## src/rtl/apb_shared_slave_arbiter.sv

```systemverilog
// -----------------------------------------------------------------------------
// apb_shared_slave_arbiter
//
// Purpose:
//   Lets two APB masters share one APB slave port.
//   - M0 is the AHB-to-APB bridge path.
//   - M1 is a local configuration sequencer.
//   The master that wins arbitration has its transfer re-issued to the slave as
//   a registered SETUP/ACCESS sequence. The losing master is held off with
//   PREADY low until it gets its own grant.
//
// Arbitration:
//   Happens only in IDLE, on the PSEL0/PSEL1 values sampled at the clock edge.
//   - A single requester wins.
//   - On a tie the master other than the previous owner wins (round-robin).
//     M0 wins the first tie after reset.
//
// Handshake:
//   Strict APB valid/ready. A master request is PSELx=1. The request completes
//   in the cycle where that master sees PREADYx=1. On the slave side, PSELS0
//   and PENABLES advance IDLE -> SETUP -> ACCESS, and the arbiter stays in
//   ACCESS until PREADYS0=1.
//
// Optional feature (macro APB_ARB_TIMEOUT_EN):
//   When defined, an ACCESS phase that runs TIMEOUT_CYCLES cycles without
//   PREADYS0 is force-completed with PSLVERR=1 and PRDATA=0.
//   When undefined, ACCESS waits indefinitely.
//
// Ports:
//   ACLK, ARESET              clock, asynchronous active-high reset
//   PSEL0..PWDATA0            M0 request inputs
//   PRDATA0/PREADY0/PSLVERR0  M0 completion outputs
//   PSEL1..PWDATA1            M1 request inputs
//   PRDATA1/PREADY1/PSLVERR1  M1 completion outputs
//   PSELS0..PWDATAS           registered slave request outputs
//   PRDATAS0/PREADYS0/PSLVERRS0  slave completion inputs
//   GRANT                     index of the master owning the current/last transfer
// -----------------------------------------------------------------------------
module apb_shared_slave_arbiter #(
    parameter int ADDR_WIDTH     = 32,
    parameter int DATA_WIDTH     = 32,
    parameter int TIMEOUT_CYCLES = 256
) (
    input  logic                  ACLK,
    input  logic                  ARESET,
    // master 0
    input  logic                  PSEL0,
    input  logic                  PENABLE0,
    input  logic                  PWRITE0,
    input  logic [ADDR_WIDTH-1:0] PADDR0,
    input  logic [DATA_WIDTH-1:0] PWDATA0,
    output logic [DATA_WIDTH-1:0] PRDATA0,
    output logic                  PREADY0,
    output logic                  PSLVERR0,
    // master 1
    input  logic                  PSEL1,
    input  logic                  PENABLE1,
    input  logic                  PWRITE1,
    input  logic [ADDR_WIDTH-1:0] PADDR1,
    input  logic [DATA_WIDTH-1:0] PWDATA1,
    output logic [DATA_WIDTH-1:0] PRDATA1,
    output logic                  PREADY1,
    output logic                  PSLVERR1,
    // slave side
    output logic                  PSELS0,
    output logic                  PENABLES,
    output logic                  PWRITES,
    output logic [ADDR_WIDTH-1:0] PADDRS,
    output logic [DATA_WIDTH-1:0] PWDATAS,
    input  logic [DATA_WIDTH-1:0] PRDATAS0,
    input  logic                  PREADYS0,
    input  logic                  PSLVERRS0,
    // arbitration status
    output logic                  GRANT
);

    typedef enum logic [1:0] {
        ST_IDLE   = 2'd0,
        ST_SETUP  = 2'd1,
        ST_ACCESS = 2'd2
    } state_t;

    state_t                state;
    state_t                state_nx;
    logic                  last;
    logic                  last_nx;
    logic                  grant_nx;
    logic                  psels_nx;
    logic                  penables_nx;
    logic                  pwrites_nx;
    logic [ADDR_WIDTH-1:0] paddrs_nx;
    logic [DATA_WIDTH-1:0] pwdatas_nx;

    logic winner;
    logic in_access;
    logic timeout_hit;
    logic done;
    logic sel0;
    logic sel1;

    // PENABLEx is protocol-only and plays no part in arbitration.
    // Sinking it here keeps the port list complete without dangling inputs.
    logic unused_sink;
    assign unused_sink = &{1'b0, PENABLE0, PENABLE1, (TIMEOUT_CYCLES > 1)};

    // Tie-break favours the master that did not own the previous transfer.
    assign winner    = (PSEL0 && PSEL1) ? ~last : PSEL1;
    assign in_access = (state == ST_ACCESS);

`ifdef APB_ARB_TIMEOUT_EN
    localparam logic [15:0] TO_LAST = 16'(TIMEOUT_CYCLES - 1);
    logic [15:0] to_cnt;

    // Counts ACCESS cycles without PREADYS0.
    // The counter is cleared in SETUP, so it reads 0 in the first ACCESS cycle.
    always_ff @(posedge ACLK or posedge ARESET) begin
        if (ARESET) begin
            to_cnt <= '0;
        end else if (state == ST_SETUP) begin
            to_cnt <= '0;
        end else if (in_access && !PREADYS0 && !timeout_hit) begin
            to_cnt <= to_cnt + 16'd1;
        end
    end

    // A real PREADYS0 in the same cycle wins over the forced completion.
    assign timeout_hit = in_access && !PREADYS0 && (to_cnt == TO_LAST);
`else
    assign timeout_hit = 1'b0;
`endif

    assign done = in_access && (PREADYS0 || timeout_hit);

    // Completion is routed combinationally to the granted master only.
    assign sel0 = in_access && !GRANT;
    assign sel1 = in_access &&  GRANT;

    assign PREADY0  = sel0 && (PREADYS0 || timeout_hit);
    assign PSLVERR0 = sel0 && (PSLVERRS0 || timeout_hit);
    assign PRDATA0  = (sel0 && !timeout_hit) ? PRDATAS0 : '0;

    assign PREADY1  = sel1 && (PREADYS0 || timeout_hit);
    assign PSLVERR1 = sel1 && (PSLVERRS0 || timeout_hit);
    assign PRDATA1  = (sel1 && !timeout_hit) ? PRDATAS0 : '0;

    // Next-state and next-value logic for the FSM and the slave-side registers.
    always_comb begin
        state_nx    = state;
        last_nx     = last;
        grant_nx    = GRANT;
        psels_nx    = PSELS0;
        penables_nx = PENABLES;
        pwrites_nx  = PWRITES;
        paddrs_nx   = PADDRS;
        pwdatas_nx  = PWDATAS;

        case (state)
            ST_IDLE: begin
                if (PSEL0 || PSEL1) begin
                    // Win edge: the slave registers update only here.
                    grant_nx    = winner;
                    psels_nx    = 1'b1;
                    penables_nx = 1'b0;
                    pwrites_nx  = winner ? PWRITE1 : PWRITE0;
                    paddrs_nx   = winner ? PADDR1  : PADDR0;
                    pwdatas_nx  = winner ? PWDATA1 : PWDATA0;
                    state_nx    = ST_SETUP;
                end
            end
            ST_SETUP: begin
                penables_nx = 1'b1;
                state_nx    = ST_ACCESS;
            end
            ST_ACCESS: begin
                if (done) begin
                    psels_nx    = 1'b0;
                    penables_nx = 1'b0;
                    last_nx     = GRANT;
                    state_nx    = ST_IDLE;
                end
            end
            default: begin
                state_nx = ST_IDLE;
            end
        endcase
    end

    always_ff @(posedge ACLK or posedge ARESET) begin
        if (ARESET) begin
            state    <= ST_IDLE;
            last     <= 1'b1;
            GRANT    <= 1'b0;
            PSELS0   <= 1'b0;
            PENABLES <= 1'b0;
            PWRITES  <= 1'b0;
            PADDRS   <= '0;
            PWDATAS  <= '0;
        end else begin
            state    <= state_nx;
            last     <= last_nx;
            GRANT    <= grant_nx;
            PSELS0   <= psels_nx;
            PENABLES <= penables_nx;
            PWRITES  <= pwrites_nx;
            PADDRS   <= paddrs_nx;
            PWDATAS  <= pwdatas_nx;
        end
    end

endmodule

```

## config.mk

```make
export PLATFORM = sky130hd
export DESIGN_NAME = apb_shared_slave_arbiter
export DESIGN_NICKNAME = d
export VERILOG_FILES = /design/src/rtl/apb_shared_slave_arbiter.sv
export SDC_FILE = /design/constraint.sdc
export NUM_CORES = 1
export LEC_CHECK = 0
export ABC_AREA = 1
export BUFFER_PORTS_ARGS = -buffer_cell sky130_fd_sc_hd__buf_2
export CORE_MARGIN = 5
export CORE_UTILIZATION = 25
export DETAILED_ROUTE_END_ITERATION = 7
export GPL_TIMING_DRIVEN = 0
export SLEW_MARGIN = 20
export SYNTH_ARGS = -nofsm -noshare
export SYNTH_HDL_FRONTEND = slang
export SYNTH_SLANG_ARGS = --single-unit
```

## constraint.sdc

```tcl
create_clock -name ACLK -period 5.25 [get_ports ACLK]
set_input_delay 0.2625 -clock ACLK [delete_from_list [all_inputs] [get_ports ACLK]]
set_output_delay 0.2625 -clock ACLK [all_outputs]
set_load 0.01 [all_outputs]
```

==> results.md <==
* VDD IR max at 0.186 mV
* Root buffer cell: clkbuf_16
* First-pass GRT wire length at 25200 µm
* Die Height at 142 µm
* Met3 Use GR at 3.98%
* Clk_skew at 0.00836 ns
* GRT Overall Usage at 15.9%
* Final Hold Viols at 0
* Largest net degree at the start of global routing at 52
* Clk sinks at 71
* Clock Latency Late Sink at 0.33 ns
* Post-synthesis register bit count at 71
* Placed Cells at 1224
* WP data arrival at 1.81 ns
* Total CTS buffers at 9
* Clk slew on worst S/H paths at 0.05 ns
* GRT Max-Usage Layer: met2
* Detail Placement HPWL at 13700 µm
* GP Congestion at 0.837
* # DRC at 0
* Yosys cell types at 14
* # nets final at 1181
* Width of the die at 142 µm
* Worst-path cell with the longest stage delay: dfrtp_1
* Via density at 4.18
* Syn Inst Count at 695
* RSZ-0062 raised after global routing: false
* CP Capture Type: output pin
* Post_cts resized at 0
* Post-Route WL at 16900 µm
* H-tree levels at 3
* Fmax at 483 MHz
* Worst R2R Start: last
* Crit start category: flip-flop
* Cell area after synthesis at 4350 µm²
* Slew HR at 65.1%
* Final period util at 39.4%
* R2R Setup Slk at 3.61 ns
* Crit path cell chain: inv_2 -> nand3_1 -> clkbuf_1 -> nor2_1 -> buf_2
* Setup CP Type: reg2out
* # IOs at 306
* CP startpoint: state[0]
* Die ar. at 20100 µm²
* Commonest non-fill, non-tap cell in the layout: buf_2
* GR Util met2 at 29.2%
* DRT iter0 DRCs at 171
* Worst-Margin Slew at 0.524 ns
* Status: complete, no violations
* Starting Density at 25.3%
* Max-Cap Viols at 0
* Setup-failing EPs final at 0
* Minimum clock period at 2.07 ns
* Post-CTS Repair Setup Buffers at 0
* Clock tree buffer depth at 2
* Initial antenna violation count at 0
* Min-Delay Path Class: in2reg
* Worst setup endpoint: PRDATA1[24]
* Max-slew violation count at 0
* LEAKAGE at 0.00437 µW
* WL/cell at 13.6 µm
* Vias in the first global route at 4828
* Synth warnings at 0
* Worst R2R Path Depth at 7
* Syn_area_per_cell at 6.25 µm²
* CP Max Fanout at 10
* Routed Antenna Nets at 0
* ANT cells at 0
* Hold WS at 0.161 ns
* DR pass1 iterations at 4
* Syn_nets at 865
* Vias at 5192
* Synth-to-Final Area Change at 49.0%
* Most frequent cells in the layout: 327 x buf_2, 205 x nand2_1, 165 x inv_1, 132 x nand3_1, 72 x nor2_1
* Placement row count at 48
* Seq/Total Area, Yosys at 40.9%
* Share of cells above drive strength 1 at 34.5%
* Reg-to-Reg End: PWDATAS[7]
* Crit-path max cell delay at 0.41 ns
* Core Area at 17200 µm²
* Hold-fix buffers, CTS at 1
* Data required, critical path at 4.99 ns
* Post-Layout Cell Count at 1241
* CTS tree: built
* PD cells at 481 nW/µm²
* Setup_tns at 0 ns
* I/O Buffers at 303
* Met1 Resource Use GR at 18.5%
* Total grt overflow at 0
-- critical path: cells and delay by family (launching register included) --
family | cells | cell delay, ns
buffers and inverters | 3 | 0.58
AND/OR/NAND/NOR | 2 | 0.49
flip-flops | 1 | 0.41
-- stage by stage --
step	setup WS (ns)	power [µW]	util [%]	area [µm²]
after floorplan	3.19	1840	-	4350
after global placement	2.13	2530	35.8	6140
after detailed placement	3.49	2550	35.9	6170
after CTS	3.11	3170	37.7	6480
after global routing	3.06	3380	37.7	6480
final	3.18	3110	37.7	6480
-- kinds of logic (layout without fill, tap and decap cells) --
group	Yosys count	count (layout)	share of synthesized area, %
AOI/OAI and AO/OA	5	5	0.662
buffers and inverters	209	530	19.2
DFF	71	71	40.9
and+or+nand+nor	410	410	39.3
-- worst min-delay path by stage --
stage / start / slack [ns] / to / cells past startpoint
final: PREADYS0 / 0.16 / state[1] / 2
after global routing: PREADYS0 / 0.16 / state[1] / 2
after detailed placement: ARESET / 0.25 / PWDATAS[22] / 2
after global placement: PSELS0 / 0.45 / PSELS0 / 2
after CTS: PREADYS0 / 0.15 / state[1] / 2
after floorplan: PREADYS0 / 0.37 / state[1] / 1
-- Yosys cell counts (all sizes together) --
library cell,n,area share [%]
buf,29,3.6
clkbuf,13,1.1
nand3,132,15
a21oi,1,0.12
dfrtp,70,40
nand2,205,18
o21ai,4,0.55
or2,1,0.14
inv,167,14
nor2,72,6.2
dfstp,1,0.60
-- power breakdown --
part / switching (µW) / internal, µW
clock: 225 / 379
sequential: 153 / 828
combinational: 958 / 572
total: 1340 / 1780
-- metal layers --
layer / vias up / wire (µm)
met5: - / 0
met4: 0 / 205
met3: 11 / 1290
met2: 193 / 8840
met1: 2328 / 6580
li1: 2660 / -
-- area by class of cell --
| cell class | count | area [µm²] |
|---|---|---|
| Sequential cell | 71 | 1780 |
| Clock buffer | 12 | 246 |
| Clock inverter | 4 | 45.0 |
| Timing Repair Buffer | 305 | 1550 |
| Tap cell | 225 | 282 |
| Buffer | 42 | 206 |
| Multi-Input combinational cell | 415 | 1740 |
| Inverter | 167 | 629 |
| Fill cell | 1908 | 10700 |
-- sequential cells by signal, summed over array words and instances (netlist names) --
name,flops
PADDRS,32
PWDATAS,32
PENABLES,1
GRANT,1
PWRITES,1
state,2
PSELS0,1
last,1
(Power assumes the default switching activity.)
